### src/rtl/keypad_scanner_pkg.sv
// Shared definitions for the 3x4 keypad scanner.
// Contents: matrix dimensions, '*'/'#' key codes, debounce FSM state
// encodings and the (row, col) -> key code map.
package keypad_pkg;

    localparam int NUM_COLS = 3;
    localparam int NUM_ROWS = 4;

    localparam logic [3:0] KEY_STAR = 4'd10;
    localparam logic [3:0] KEY_HASH = 4'd11;

    localparam logic [1:0] ST_IDLE     = 2'd0;
    localparam logic [1:0] ST_DEBOUNCE = 2'd1;
    localparam logic [1:0] ST_PRESSED  = 2'd2;
    localparam logic [1:0] ST_RELEASE  = 2'd3;

    // Rows 0..2 hold digits 1..9 in reading order; row 3 is '*', 0, '#'.
    function automatic logic [3:0] key_map(input logic [1:0] row, input logic [1:0] col);
        logic [3:0] code;
        if (row == 2'd3) begin
            case (col)
                2'd0:    code = KEY_STAR;
                2'd1:    code = 4'd0;
                default: code = KEY_HASH;
            endcase
        end else begin
            code = ({2'b00, row} * 4'd3) + {2'b00, col} + 4'd1;
        end
        return code;
    endfunction

endpackage

### src/rtl/keypad_scanner_if.sv
// Keypad matrix and key-event bundle.
//   KEY_ROW   row sense lines from the matrix (asynchronous)
//   KEY_COL   one-hot column strobes to the matrix
//   key_code  last accepted key code
//   key_valid one-cycle new-key pulse
//   key_held  key currently held down
// slave: the scanner; master: the matrix/consumer side.
interface keypad_scanner_if;
    import keypad_pkg::*;

    logic [NUM_ROWS-1:0] KEY_ROW;
    logic [NUM_COLS-1:0] KEY_COL;
    logic [3:0]          key_code;
    logic                key_valid;
    logic                key_held;

    modport master (output KEY_ROW, input KEY_COL, key_code, key_valid, key_held);
    modport slave  (input KEY_ROW, output KEY_COL, key_code, key_valid, key_held);

endinterface

### src/rtl/keypad_scanner_debounce.sv
// Frame-level debounce for the keypad scanner. Consumes one frame result
// per scan frame and produces the debounced key event outputs.
//   clk_2, rst   clock, synchronous active-high reset
//   frame_end    one-cycle strobe: frame result below is valid
//   frame_empty  no key, or a multi-key ghost, in this frame
//   frame_code   code of the single key seen this frame
//   key_code / key_valid / key_held  debounced key outputs
// Macro KEYPAD_REPEAT_EN adds auto-repeat pulses while a key stays held.
//
// state    | meaning
// IDLE     | no key held, waiting for a single-key frame
// DEBOUNCE | candidate key seen, counting matching frames
// PRESSED  | key accepted and reported, waiting for empty frames
// RELEASE  | empty frames seen, counting toward release
module keypad_debounce
    import keypad_pkg::*;
#(
    parameter int DEBOUNCE_SCANS = 4
`ifdef KEYPAD_REPEAT_EN
    , parameter int REPEAT_SCANS = 50
`endif
) (
    input  logic       clk_2,
    input  logic       rst,
    input  logic       frame_end,
    input  logic       frame_empty,
    input  logic [3:0] frame_code,
    output logic [3:0] key_code,
    output logic       key_valid,
    output logic       key_held
);

    localparam int             CW       = $clog2(DEBOUNCE_SCANS + 1);
    localparam logic [CW-1:0]  CNT_LAST = CW'(DEBOUNCE_SCANS - 1);
    localparam logic           SINGLE   = (DEBOUNCE_SCANS == 1);

    logic [1:0]    state_q, state_d;
    logic [CW-1:0] cnt_q, cnt_d;
    logic [3:0]    cand_q, cand_d;
    logic [3:0]    code_q, code_d;
    logic          valid_q, valid_d;
    logic          held_q, held_d;
    logic          rep_fire;

    always_ff @(posedge clk_2) begin
        if (rst) begin
            state_q <= ST_IDLE;
            cnt_q   <= '0;
            cand_q  <= '0;
            code_q  <= '0;
            valid_q <= 1'b0;
            held_q  <= 1'b0;
        end else begin
            state_q <= state_d;
            cnt_q   <= cnt_d;
            cand_q  <= cand_d;
            code_q  <= code_d;
            valid_q <= valid_d;
            held_q  <= held_d;
        end
    end

    always_comb begin
        state_d = state_q;
        cnt_d   = cnt_q;
        cand_d  = cand_q;
        code_d  = code_q;
        valid_d = rep_fire;
        held_d  = held_q;
        if (frame_end) begin
            case (state_q)
                ST_IDLE: begin
                    if (!frame_empty) begin
                        cand_d = frame_code;
                        if (SINGLE) begin
                            state_d = ST_PRESSED;
                            code_d  = frame_code;
                            valid_d = 1'b1;
                            held_d  = 1'b1;
                            cnt_d   = '0;
                        end else begin
                            state_d = ST_DEBOUNCE;
                            cnt_d   = CW'(1);
                        end
                    end
                end
                ST_DEBOUNCE: begin
                    if (frame_empty) begin
                        state_d = ST_IDLE;
                        cnt_d   = '0;
                    end else if (frame_code == cand_q) begin
                        if (cnt_q >= CNT_LAST) begin
                            state_d = ST_PRESSED;
                            code_d  = cand_q;
                            valid_d = 1'b1;
                            held_d  = 1'b1;
                            cnt_d   = '0;
                        end else begin
                            cnt_d = cnt_q + 1'b1;
                        end
                    end else begin
                        cand_d = frame_code;
                        cnt_d  = CW'(1);
                    end
                end
                ST_PRESSED: begin
                    if (frame_empty) begin
                        if (SINGLE) begin
                            state_d = ST_IDLE;
                            held_d  = 1'b0;
                            cnt_d   = '0;
                        end else begin
                            state_d = ST_RELEASE;
                            cnt_d   = CW'(1);
                        end
                    end
                end
                default: begin
                    if (frame_empty) begin
                        if (cnt_q >= CNT_LAST) begin
                            state_d = ST_IDLE;
                            held_d  = 1'b0;
                            cnt_d   = '0;
                        end else begin
                            cnt_d = cnt_q + 1'b1;
                        end
                    end else begin
                        // Bounce during release: the key was never let go.
                        state_d = ST_PRESSED;
                        cnt_d   = '0;
                    end
                end
            endcase
        end
    end

`ifdef KEYPAD_REPEAT_EN
    localparam int             RW       = $clog2(REPEAT_SCANS + 1);
    localparam logic [RW-1:0]  REP_LAST = RW'(REPEAT_SCANS - 1);

    logic [RW-1:0] rep_q, rep_d;

    always_ff @(posedge clk_2) begin
        if (rst) rep_q <= '0;
        else     rep_q <= rep_d;
    end

    // Any frame that is not "PRESSED with the reported key" clears the count,
    // which also covers the clear on entry to PRESSED.
    always_comb begin
        rep_d    = rep_q;
        rep_fire = 1'b0;
        if (frame_end) begin
            if (state_q == ST_PRESSED && !frame_empty && frame_code == code_q) begin
                if (rep_q >= REP_LAST) begin
                    rep_fire = 1'b1;
                    rep_d    = '0;
                end else begin
                    rep_d = rep_q + 1'b1;
                end
            end else begin
                rep_d = '0;
            end
        end
    end
`else
    assign rep_fire = 1'b0;
`endif

    assign key_code  = code_q;
    assign key_valid = valid_q;
    assign key_held  = held_q;

endmodule

### src/rtl/keypad_scanner.sv
// 3x4 keypad matrix scanner: strobes columns one-hot, synchronises and
// samples the rows, reduces each full scan frame to a single-key result
// (ghost combinations read as empty) and debounces it into key events.
//   clk_2  system clock
//   rst    synchronous active-high reset
//   kp     keypad_scanner_if.slave (KEY_ROW in, KEY_COL/key_code/key_valid/key_held out)
// Macro KEYPAD_REPEAT_EN enables auto-repeat every REPEAT_SCANS frames.
module keypad_scanner
    import keypad_pkg::*;
#(
    parameter int SCAN_DIV       = 1000,
    parameter int DEBOUNCE_SCANS = 4,
    parameter int REPEAT_SCANS   = 50
) (
    input  logic           clk_2,
    input  logic           rst,
    keypad_scanner_if.slave kp
);

    localparam int            DW         = $clog2(SCAN_DIV);
    localparam logic [DW-1:0] DWELL_LAST = DW'(SCAN_DIV - 1);

    logic [NUM_ROWS-1:0] row_meta_q, row_meta_d;
    logic [NUM_ROWS-1:0] row_sync_q, row_sync_d;
    logic [DW-1:0]       dwell_q, dwell_d;
    logic [1:0]          col_q, col_d;
    logic [1:0]          acc_hits_q, acc_hits_d;
    logic [3:0]          acc_code_q, acc_code_d;

    logic                sample;
    logic                frame_end;
    logic                frame_empty;
    logic [3:0]          frame_code;
    logic [2:0]          col_hits;
    logic [2:0]          hit_sum;
    logic [3:0]          col_code;
    logic [NUM_COLS-1:0] col_oh;

    always_ff @(posedge clk_2) begin
        if (rst) begin
            row_meta_q <= '0;
            row_sync_q <= '0;
            dwell_q    <= '0;
            col_q      <= '0;
            acc_hits_q <= '0;
            acc_code_q <= '0;
        end else begin
            row_meta_q <= row_meta_d;
            row_sync_q <= row_sync_d;
            dwell_q    <= dwell_d;
            col_q      <= col_d;
            acc_hits_q <= acc_hits_d;
            acc_code_q <= acc_code_d;
        end
    end

    always_comb begin
        row_meta_d = kp.KEY_ROW;
        row_sync_d = row_meta_q;

        // Sampling on the last dwell cycle leaves SCAN_DIV-1 cycles for the
        // strobe to settle through the matrix and the two sync flops.
        sample  = (dwell_q == DWELL_LAST);
        dwell_d = sample ? '0 : dwell_q + 1'b1;
        col_d   = col_q;
        if (sample) col_d = (col_q == 2'd2) ? 2'd0 : col_q + 2'd1;

        col_hits = '0;
        col_code = '0;
        for (int r = 0; r < NUM_ROWS; r++) begin
            if (row_sync_q[r]) begin
                col_hits = col_hits + 3'd1;
                col_code = key_map(2'(r), col_q);
            end
        end

        hit_sum     = {1'b0, acc_hits_q} + col_hits;
        frame_end   = sample && (col_q == 2'd2);
        frame_code  = (col_hits != 3'd0) ? col_code : acc_code_q;
        frame_empty = (hit_sum != 3'd1);

        // Hit count saturates at 2: anything beyond one hit is a ghost.
        acc_hits_d = acc_hits_q;
        acc_code_d = acc_code_q;
        if (frame_end) begin
            acc_hits_d = '0;
            acc_code_d = '0;
        end else if (sample) begin
            acc_hits_d = (hit_sum >= 3'd2) ? 2'd2 : hit_sum[1:0];
            acc_code_d = frame_code;
        end

        case (col_q)
            2'd0:    col_oh = 3'b001;
            2'd1:    col_oh = 3'b010;
            default: col_oh = 3'b100;
        endcase
    end

    assign kp.KEY_COL = col_oh;

    keypad_debounce #(
        .DEBOUNCE_SCANS (DEBOUNCE_SCANS)
`ifdef KEYPAD_REPEAT_EN
        , .REPEAT_SCANS (REPEAT_SCANS)
`endif
    ) u_debounce (
        .clk_2       (clk_2),
        .rst         (rst),
        .frame_end   (frame_end),
        .frame_empty (frame_empty),
        .frame_code  (frame_code),
        .key_code    (kp.key_code),
        .key_valid   (kp.key_valid),
        .key_held    (kp.key_held)
    );

endmodule

### src/flat_wrapper.sv
// flat-port wrapper written by rule: the top's interface ports become plain ports
module keypad_scanner_flat import keypad_pkg::*;
#(
    parameter int SCAN_DIV       = 1000,
    parameter int DEBOUNCE_SCANS = 4,
    parameter int REPEAT_SCANS   = 50
)
  (clk_2, rst, kp_KEY_ROW, kp_KEY_COL, kp_key_code, kp_key_valid, kp_key_held);
  keypad_scanner_if kp_i ();
  input  logic clk_2;
  input  logic rst;
  input wire logic [$bits(kp_i.KEY_ROW)-1:0] kp_KEY_ROW;
  output wire logic [$bits(kp_i.KEY_COL)-1:0] kp_KEY_COL;
  output wire logic [$bits(kp_i.key_code)-1:0] kp_key_code;
  output wire logic [$bits(kp_i.key_valid)-1:0] kp_key_valid;
  output wire logic [$bits(kp_i.key_held)-1:0] kp_key_held;
  assign kp_i.KEY_ROW = kp_KEY_ROW;
  assign kp_KEY_COL = kp_i.KEY_COL;
  assign kp_key_code = kp_i.key_code;
  assign kp_key_valid = kp_i.key_valid;
  assign kp_key_held = kp_i.key_held;
  keypad_scanner #(.SCAN_DIV(SCAN_DIV), .DEBOUNCE_SCANS(DEBOUNCE_SCANS), .REPEAT_SCANS(REPEAT_SCANS)) u_core (.clk_2(clk_2), .rst(rst), .kp(kp_i));
endmodule
### config.mk
export PLATFORM = sky130hd
export DESIGN_NAME = keypad_scanner_flat
export DESIGN_NICKNAME = d
export VERILOG_FILES = /design/src/rtl/keypad_scanner_pkg.sv /design/src/rtl/keypad_scanner_if.sv /design/src/rtl/keypad_scanner_debounce.sv /design/src/rtl/keypad_scanner.sv /design/src/flat_wrapper.sv
export SDC_FILE = /design/constraint.sdc
export NUM_CORES = 1
export LEC_CHECK = 0
export ABC_AREA = 1
export CORE_UTILIZATION = 55
export DETAILED_ROUTE_END_ITERATION = 12
export PLACE_DENSITY_LB_ADDON = 0.08
export SYNTH_ARGS = -nofsm -noshare
export SYNTH_HDL_FRONTEND = slang
export SYNTH_SLANG_ARGS = --single-unit
### constraint.sdc
create_clock -name clk_2 -period 8.53 [get_ports clk_2]
set_input_delay 1.2795 -clock clk_2 [delete_from_list [all_inputs] [get_ports clk_2]]
set_output_delay 1.2795 -clock clk_2 [all_outputs]
set_load 0.02 [all_outputs]
# Word level (Yosys, flattened, before mapping)
# Index checks and enable logic that the tools add are counted.
# word_totals
rom_bits	0
latch_bits	0
input_bits	6
register_bits	41
mem_count	0
ram_bits	0
wordCells	102
out_inout_bits	9
# classes
n_mux	39
n_eq_ne	15
add_sub_neg	12
div_mod_pow	0
n_shift	0
multipliers	0
n_bitwise	5
n_lt_le_gt_ge	2
n_reduce_logical	17
# ops
operator	count
$mux 4	8
$mux 3	9
$mux 2	9
$pmux 4 s2	2
$add 10x1->10 const B	1
$eq 10x10->1 const B	1
$ne 2x2->1 const B	5
$reduce_and 5->1	2
$add 3x1->3 const B	3
$pmux 3 s3	1
$add 4x1->4 const B	2
$reduce_bool 2->1	4
$mux 1	7
$reduce_and 7->1	1
$ge 3x2->1 const B	2
$ne 3x3->1 const B	2
$pmux 2 s3	1
$pmux 3 s2	1
$reduce_and 6->1	1
$reduce_or 2->1	3
$not 1->1	5
$reduce_or 5->1	1
$add 3x2->4 const A	1
$eq 2x1->1 const B	2
14 further kinds	16

# Depth between registers and ports, before layout
# Gate-level depths: netlist of run 1.
# logic_depth
depth_word	13
depth_mapped	26
mapped_depth_nobuf	26

# Hierarchy
# From an unflattened synthesis of run 1, not the netlist that was laid out.
# unflattened
cells_unflattened	373
area_unflattened_um2	2508.7
# by_module_without_submodules
mod	instances	cells_per_inst	seq_area_each_um2	area_each_um2
keypad_scanner	1	235	520.5	1564.0
keypad_debounce	1	138	300.3	944.7

# Least setup slack after synthesis of run 1
# OpenSTA, ideal clock, no wires.
# synth_timing
path_kind	register to register
startpoint	register u_core.row_sync_q[1]
endpoint	register u_core.u_debounce.cnt_q[0]
setup_time_ns	0.122
n_path_buf	0
path_slack_ns	5.592
stages_incl_launch_ff	20
arrival_ns	2.817
cell_sequence	dfxtp_1 -> inv_1 -> ha_1 -> inv_1 -> nand2_2 -> nand2_1 -> inv_1 -> ha_1 -> nand2_1 -> nand2_1 -> fa_1 -> xor2_1 -> nor2_2 -> inv_1 -> nand2_1 -> nand2_1 -> o21ai_2 -> inv_1 -> o21ai_0 -> a21oi_1
# synth_between
elab_chain_len	11
word_cells_on_any_way	20
classes_between	add/sub (3); eq/ne (4); mux (11); reduce/logical (2)
# synth_lines
element	line_no	text
start: declaration	keypad_scanner.sv:24	logic [NUM_ROWS-1:0] row_sync_q, row_sync_d;
start signal: assignment	keypad_scanner.sv:49	row_sync_q <= row_sync_d;
$mux 3	keypad_scanner.sv:71	if (row_sync_q[r]) begin
$add 3x1->3	keypad_scanner.sv:72	col_hits = col_hits + 3'd1;
$mux 3	keypad_scanner.sv:71	
$add 3x1->3	keypad_scanner.sv:72	
$mux 3	keypad_scanner.sv:71	
$reduce_bool 3->1	keypad_scanner.sv:79	frame_code = (col_hits != 3'd0) ? col_code : acc_code_q;
$mux 4	keypad_scanner.sv:79	
$eq 4x4->1	keypad_scanner_debounce.sv:91	end else if (frame_code == cand_q) begin
$mux 3	keypad_scanner_debounce.sv:91	
$mux 3	keypad_scanner_debounce.sv:88	if (frame_empty) begin
$pmux 3 s3	keypad_scanner_debounce.sv:71	case (state_q)
end signal: assignment	keypad_scanner_debounce.sv:55	cnt_q <= cnt_d;
end: declaration	keypad_scanner_debounce.sv:38	logic [CW-1:0] cnt_q, cnt_d;
# Parallel ways exist; a longest one is shown, timed or not.
# A chain may end at the register's enable or synchronous reset.

# Worst setup path after layout of run 1
# Ends and elaborated chain as after synthesis.

==> run metrics, run 1 <==
Clock transition at path regs ~70 ps; Tmin final around 3300 ps; Yosys warnings 0; crit path DAT between 3000 and 4000 ps; WP data required between 8000 and 9000 ps; worst-skew pair later-pin latency 290 ps; number of fill cells in the layout roughly 410; vias in the first global route approximately 1800; reg2reg setup slack roughly 5200 ps; Layout Skew 6.65 ps; RSZ-0062 raised after global routing false; Clk Tree Root Cell clkbuf_8; first-pass GRT wire length ~7.7 mm; DP HPWL 3.61 mm; critical path class flop to flop; flops & latches, synth slightly above 40; GRT Total Usage approximately a quarter; CP Max Fanout 5; Critical Path End Type flop; sequential fraction of the synthesis area about 35%; post-DR wirelength/cell ~11 um; CTS tree built; Power Dens Cells between 100 and 150 nW/um2; CTS resizes 0; hold-fix buffers at CTS 0; Initial Util 57.5%; initial antenna violation count 0; reg2reg path depth 20; Static Leak between 0.001 and 0.0015 uW; Layout Nets roughly 370; Slew HR 60.6%; Final Hold Fails 0; IO Port Bufs 14; Worst setup SP type flop; most frequent cells in the layout 61 x inv_1, 54 x nand2_1, 53 x nor2_1, 41 x dfxtp_1, 22 x nand3_1; Synth cell types 33; Hold Path Depth 2; row cnt 23; grt ovf 0; Residual DRC 0; Initial DRC Count roughly 100; Synth Cell Area 2310 um2; via count approximately 2000; Synth-to-Final Area Change 11.8%; Synth Flop Type dfxtp_1; post-synthesis area per instance approximately 6.9 um2; Fmax achieved slightly above 300 MHz; Core Area approximately 4000 um2; gp weighted congestion around 0.84; async set-reset flop share out of synthesis 0%; outcome completed; HP Class flop to flop; capture point of the worst reg-to-reg path u_core.u_debounce.cnt_q[0]$_SDFFE_PP0P_; Post-CTS Setup Bufs 0; Hold Path Sink u_core.row_sync_q[0]$_SDFF_PP0_; Ports 15; cells after synthesis ~340; Clock Path Buffers 2; Die W roughly 67 um; Crit Reg-Reg Startpoint u_core.row_sync_q[1]$_SDFF_PP0_; Post-synth EDFFs 0; die height roughly 67 um; clock sinks between 40 and 50; commonest non-fill, non-tap cell in the layout inv_1; Worst VDD drop 0.117 mV; min-delay src u_core.row_meta_q[0]$_SDFF_PP0_; die area approximately 4500 um2; max-slew violation count 0; largest net degree at the start of global routing 19; htree depth 2; Setup Viol. Count Final 0; n_diodes 0; number of max-cap violations 0; post-route ant nets 0; share of cells above drive strength 1 9.63%; overall power 369 uW; Num CTS Buffers 5; first-pass detailed-route iteration total 5; syn_nets between 300 and 400; vias per cell around 5; final wirelength between 4 and 5 mm; Slew @ Worst Pin around 590 ps; Tcrit/Tclk final 38.5%; Setup TNS Final 0 ps
-- worst max-delay path: stages (launching register included) --
cell     delay, ps
dfxtp_1        380
inv_1          100
ha_1           320
inv_1           80
nand2_2         60
nand2_1         80
inv_1           50
ha_1           300
nand2_1         60
nand2_1        100
fa_1           510
inv_1           70
nand2_1         50
nor2_2         230
inv_1          150
nand2_1         80
nand2_1         80
o21ai_2        180
inv_1           90
o21ai_0        140
a21oi_1         60
-- routing by layer --
metal | routed length [um] | up-vias | track usage [%]
li1 | - | 1083 | -
met1 | 2260 | 894 | 27.8
met2 | 2150 | 15 | 39.9
met3 | 93 | 6 | 5.65
met4 | 76 | 0 | 10.4
met5 | 0 | - | 0
-- cell usage after synthesis, drive strengths merged (2+ instances only) --
library cell,n,area (um2)
nor3,3,15.0
xor2,4,35.0
o21ai,22,114
dfxtp,41,821
a21oi,12,60.1
nand3,24,138
nor2,57,234
a211oi,4,30.0
inv,64,240
ha,11,138
buf,2,11.3
o211ai,2,15.0
nand2,71,314
nor3b,5,37.5
nand4,6,52.6
-- area by class of cell --
class | count | area [um2] | share of cell area (%)
multi-input cells | 227 | 1240 | 47.8
flip-flops and latches | 41 | 821 | 31.7
inverters | 64 | 240 | 9.28
repair buffers | 14 | 140 | 5.41
clock buffers | 7 | 86.3 | 3.33
well taps | 50 | 62.6 | 2.42
-- power breakdown --
| part | total (uW) | internal (uW) | switching [uW] |
|---|---|---|---|
| combinational | 44.9 | 15.5 | 29.4 |
| sequential | 196 | 194 | 2.15 |
| clock | 127 | 64.2 | 63.2 |
| total | 369 | 274 | 94.7 |
-- how the worst max path moves through the flow --
stage	endpoint	slack, ps	cells past startpoint	startpoint
2_1_floorplan	u_core.u_debounce.cnt_q[0]$_SDFFE_PP0P_	5590	19	u_core.row_sync_q[1]$_SDFF_PP0_
3_3_place_gp	u_core.u_debounce.cnt_q[0]$_SDFFE_PP0P_	5350	20	u_core.row_sync_q[1]$_SDFF_PP0_
3_5_place_dp	u_core.u_debounce.cnt_q[0]$_SDFFE_PP0P_	5250	19	u_core.row_sync_q[1]$_SDFF_PP0_
4_1_cts	u_core.u_debounce.cnt_q[0]$_SDFFE_PP0P_	5230	19	u_core.row_sync_q[1]$_SDFF_PP0_
5_1_grt	u_core.u_debounce.cnt_q[0]$_SDFFE_PP0P_	4910	19	u_core.row_sync_q[1]$_SDFF_PP0_
6_report	u_core.u_debounce.cnt_q[0]$_SDFFE_PP0P_	5240	20	u_core.row_sync_q[1]$_SDFF_PP0_
-- kinds of logic (layout without fill, tap and decap cells) --
group                      after synthesis  after routing  share of synthesized area (%)
AOI/OAI and AO/OA                       43             43                           10.4
xor gates and xnor gates                 4              4                           1.51
adders and majority gates               12             12                           6.81
buffers and inverters                   67             85                           11.0
DFF                                     41             41                           35.5
and+or+nand+nor                        168            168                           34.8
-- sequential cells by signal, indices dropped and copies added, names as in the netlist, named ones only --
signal                       cells
u_core.u_debounce.cnt_q          3
u_core.u_debounce.key_code       4
u_core.u_debounce.key_held       1
u_core.col_q                     2
u_core.u_debounce.state_q        1
u_core.row_meta_q                4
u_core.acc_code_q                4
u_core.u_debounce.key_valid      1
u_core.row_sync_q                4
u_core.acc_hits_q                2
u_core.dwell_q                  10
u_core.u_debounce.cand_q         4
-- stage by stage --
stage | utilization, % | std cells | hold slack, ps | setup slack (ps) | instance area, um2
global placement | 62.1 | 396 | 390 | 5350 | 2500
global route | 64.3 | 403 | 432 | 4910 | 2590
detailed placement | 62.1 | 396 | 397 | 5250 | 2500
floorplan | - | 335 | 388 | 5590 | 2310
finish | 64.3 | 403 | 407 | 5240 | 2590
CTS | 64.3 | 403 | 407 | 5230 | 2590
Note: power is estimated with default switching activity, not from simulation.
==> run 2: changes to the inputs <==
--- a/config.mk
+++ b/config.mk
@@ -6,7 +6,7 @@
 export NUM_CORES = 1
 export LEC_CHECK = 0
 export ABC_AREA = 1
-export CORE_UTILIZATION = 55
+export CORE_UTILIZATION = 53
 export DETAILED_ROUTE_END_ITERATION = 12
 export PLACE_DENSITY_LB_ADDON = 0.08
 export SYNTH_ARGS = -nofsm -noshare
==> constraint.sdc (replaced) <==
create_clock -name clk_2 -period 2.7 [get_ports clk_2]
set_input_delay 0.405 -clock clk_2 [delete_from_list [all_inputs] [get_ports clk_2]]
set_output_delay 0.405 -clock clk_2 [all_outputs]
set_load 0.02 [all_outputs]
==> run 2 against run 1 <==
  * Routed wire length rose by 3.5%
  * First-iteration DRC count up 9.1%
  * Worst hold slack got worse by 7.5 ps
  * Via count is 4.4% higher
  * Die area is 3.7% higher
  * Clock skew shrank 3.6 ps
  * Critical endpoint is now u_core.u_debounce.cnt_q[1]$_SDFFE_PP0P_
  * Largest cell class unchanged
  * Clock-buffer cell count is 1 lower
  * Register-to-register slack got worse by 5300 ps
  * Flip-flop and latch count did not move
  * The flow now finishes with violations (negative setup slack)
  * Critical path depth increased by 1
  * Highest routed layer unchanged
  * Total power rose to 3.3 times the previous value
==> run metrics, run 2 (synthesized netlist as in run 1, its figures left out) <==
Core Area 4090 um2 (was 4030 um2); Hold Path Sink u_core.row_sync_q[0]$_SDFF_PP0_ (unchanged); DP HPWL 3.65 mm (was 3.61 mm); Worst path most repeated cell nand2_2; Top reg by flops u_core.dwell_q (unchanged); Initial DRC Count 108 (was 99); Static Leak 0.00126 uW (was 0.00118 uW); max reg flops 10 (unchanged); max incr delay on CP 450 ps (was 510 ps); RSZ-0062 raised after global routing true (was false); Tmin final 2710 ps (was 3290 ps); first-pass GRT wire length 8.01 mm (was 7.75 mm); outcome complete, but fails checks (was completed); met1 usage 30.6% (was 27.8%); Residual DRC 0 (unchanged); Ports 15 (unchanged); die area 4640 um2 (was 4470 um2); Setup TNS Final -8.37 ps (was 0 ps); Final Hold Fails 0 (unchanged); largest net degree at the start of global routing 13 (was 19); first-pass detailed-route iteration total 4 (was 5); final wirelength 4.74 mm (was 4.58 mm); Clock transition at path regs 80 ps (was 70 ps); design area 2840 um2 (was 2590 um2); Num CTS Buffers 5 (unchanged); GRT Total Usage 23.0% (was 23.5%); max-slew violation count 0 (unchanged); Worst VDD drop 0.432 mV (was 0.117 mV); Slew @ Worst Pin 394 ps (was 590 ps); crit path max-delay cell type fa_2 (was fa_1); vias in the first global route 1881 (was 1833); Layout Skew 3.04 ps (was 6.65 ps); grt ovf 0 (unchanged); gp weighted congestion 0.842 (was 0.840); WHS 400 ps (was 407 ps); critical path cell sequence inv_2 > ha_4 > inv_2 > nand2_2 > nand2_2 > inv_2 > ha_4 > nand2_2 > nand2_2 > fa_2 > inv_2 > nand2_2 > nor2_4 > inv_2 > nand2_2 > nand2_4 > o21ai_4 > buf_6 > nor2_2 > nand2_1 > a21oi_2 (was inv_1 > ha_1 > inv_1 > nand2_2 > nand2_1 > inv_1 > ha_1 > nand2_1 > nand2_1 > fa_1 > inv_1 > nand2_1 > nor2_2 > inv_1 > nand2_1 > nand2_1 > o21ai_2 > inv_1 > o21ai_0 > a21oi_1); HP Class flop to flop (unchanged); htree depth 2 (unchanged); Crit Reg-Reg Startpoint u_core.row_sync_q[0]$_SDFF_PP0_ (was u_core.row_sync_q[1]$_SDFF_PP0_); Power Dens Cells 429 nW/um2 (was 142 nW/um2); row cnt 23 (unchanged); reg2reg path depth 21 (was 20); crit path DAT 2890 ps (was 3470 ps); violations in the final reports negative setup slack; Finished Layout Cells 417 (was 403); commonest non-fill, non-tap cell in the layout inv_1 (unchanged); Initial Util 56.6% (was 57.5%); Critical Path End Type flop (unchanged); clock sinks 41 (unchanged); Tcrit/Tclk final 100% (was 38.5%); number of max-cap violations 0 (unchanged); min-delay src u_core.row_meta_q[0]$_SDFF_PP0_ (unchanged); most frequent cells in the layout 54 x inv_1, 50 x nor2_1, 44 x nand2_1, 39 x dfxtp_1, 24 x nand2_2 (was 61 x inv_1, 54 x nand2_1, 53 x nor2_1, 41 x dfxtp_1, 22 x nand3_1); Cells after DPL 408 (was 396); IO Port Bufs 14 (unchanged); Reg area 823 um2 (was 821 um2); worst-skew pair later-pin latency 290 ps (about the same); post-route ant nets 0 (unchanged); GR Util met3 6.50% (was 5.65%); Die W 68.1 um (was 66.9 um); initial antenna violation count 0 (unchanged); vias per cell 5.00 (was 4.96); Top Usage Layer GRT met2 (unchanged); Slew HR 73.6% (was 60.6%); via count 2085 (was 1998); Worst setup SP type flop (unchanged); post-DR wirelength/cell 11.4 um (about the same); WP data required 2880 ps (was 8710 ps); multi-input logic area 1370 um2 (was 1240 um2); Synth-to-Final Area Change 22.5% (was 11.8%); Setup Viol. Count Final 1 (was 0); CTS tree built (unchanged); Clock Path Buffers 2 (unchanged); die height 68.1 um (was 66.9 um); Clk Tree Root Cell clkbuf_8 (unchanged); n_diodes 0 (unchanged); PnR worst setup slack -8.37 ps (was 5240 ps); number of fill cells in the layout 360 (was 405); Layout Nets 385 (was 371); reg2reg setup slack -8 ps (was 5240 ps); CP Max Fanout 4 (was 5); capture point of the worst reg-to-reg path u_core.u_debounce.cnt_q[1]$_SDFFE_PP0P_ (was u_core.u_debounce.cnt_q[0]$_SDFFE_PP0P_); M2 GR Usage 36.3% (was 39.9%); Post-Place Cell Area 2620 um2 (was 2500 um2); Fmax achieved 369 MHz (was 304 MHz); critical path class flop to flop (unchanged); Hold Path Depth 2 (unchanged); share of cells above drive strength 1 22.6% (was 9.63%)
-- run 2: cell types whose count changed in the layout (fill, tap and decap cells not counted), sizes merged --
| cell | before | now |
|---|---|---|
| buf | 0 | 14 |
| clkinvlp | 0 | 1 |
| clkbuf | 7 | 6 |
-- run 2: timing repair --
action | CTS | global route
pin swaps | 11 | 11
hold buffers | 0 | 0
hold endpoints to repair | 0 | 0
endpoints found under the setup margin | 14 | 15
buffers inserted | 1 | 1
resized for setup | 10 | 20
-- run 2: final cells by class --
type | instances | area share [%]
clock buffer | 6 | 2.91
clock inverter | 1 | 0.265
inverter | 64 | 8.47
multi-input combinational | 227 | 48.3
sequential | 41 | 29.0
tap | 50 | 2.21
timing repair buffer | 28 | 8.78
-- run 2: worst max path at each step --
stage,start,endpoint,slack [ps],cells after the start
2_1_floorplan,u_core.row_sync_q[1]$_SDFF_PP0_,u_core.u_debounce.cnt_q[0]$_SDFFE_PP0P_,4,18
3_3_place_gp,u_core.row_sync_q[1]$_SDFF_PP0_,u_core.u_debounce.key_code[3]$_SDFFE_PP0P_,6,16
3_5_place_dp,u_core.row_sync_q[1]$_SDFF_PP0_,u_core.u_debounce.key_code[0]$_SDFFE_PP0P_,-70,16
4_1_cts,u_core.row_sync_q[0]$_SDFF_PP0_,u_core.u_debounce.cnt_q[1]$_SDFFE_PP0P_,-30,20
5_1_grt,u_core.row_sync_q[0]$_SDFF_PP0_,u_core.u_debounce.cnt_q[1]$_SDFFE_PP0P_,-180,21
6_report,u_core.row_sync_q[0]$_SDFF_PP0_,u_core.u_debounce.cnt_q[1]$_SDFFE_PP0P_,-8,21
-- run 2: critical path: cells and delay by family, from the launching register on --
| kind | cells | cell delay, ps |
|---|---|---|
| adder cells (fa/ha/maj) | 3 | 950 |
| AND/OR/NAND/NOR | 10 | 670 |
| buffers and inverters | 6 | 410 |
| flip-flops | 1 | 340 |
| AO/OA/AOI/OAI | 2 | 230 |
-- run 2: per-stage QoR --
step | util [%] | setup slack, ps | total power, uW
6_report | 69.4 | -8.37 | 1220
4_1_cts | 67.4 | -34.1 | 1210
5_1_grt | 69.4 | -184 | 1280
2_1_floorplan | - | 4.06 | 748
3_5_place_dp | 64.2 | -73.1 | 798
3_3_place_gp | 64.2 | 6.25 | 796
-- run 2: report_power, final --
part | internal (uW) | switching (uW)
combinational | 77.0 | 109
clock | 202 | 208
sequential | 614 | 6.63
-- run 2: routing by layer --
layer / wire length (um) / part of all wire [%] / vias up
li1: - / - / 1116
met1: 2400 / 51 / 931
met2: 2110 / 44 / 31
met3: 184 / 3.9 / 7
met4: 50 / 1.1 / 0
met5: 0 / 0 / -
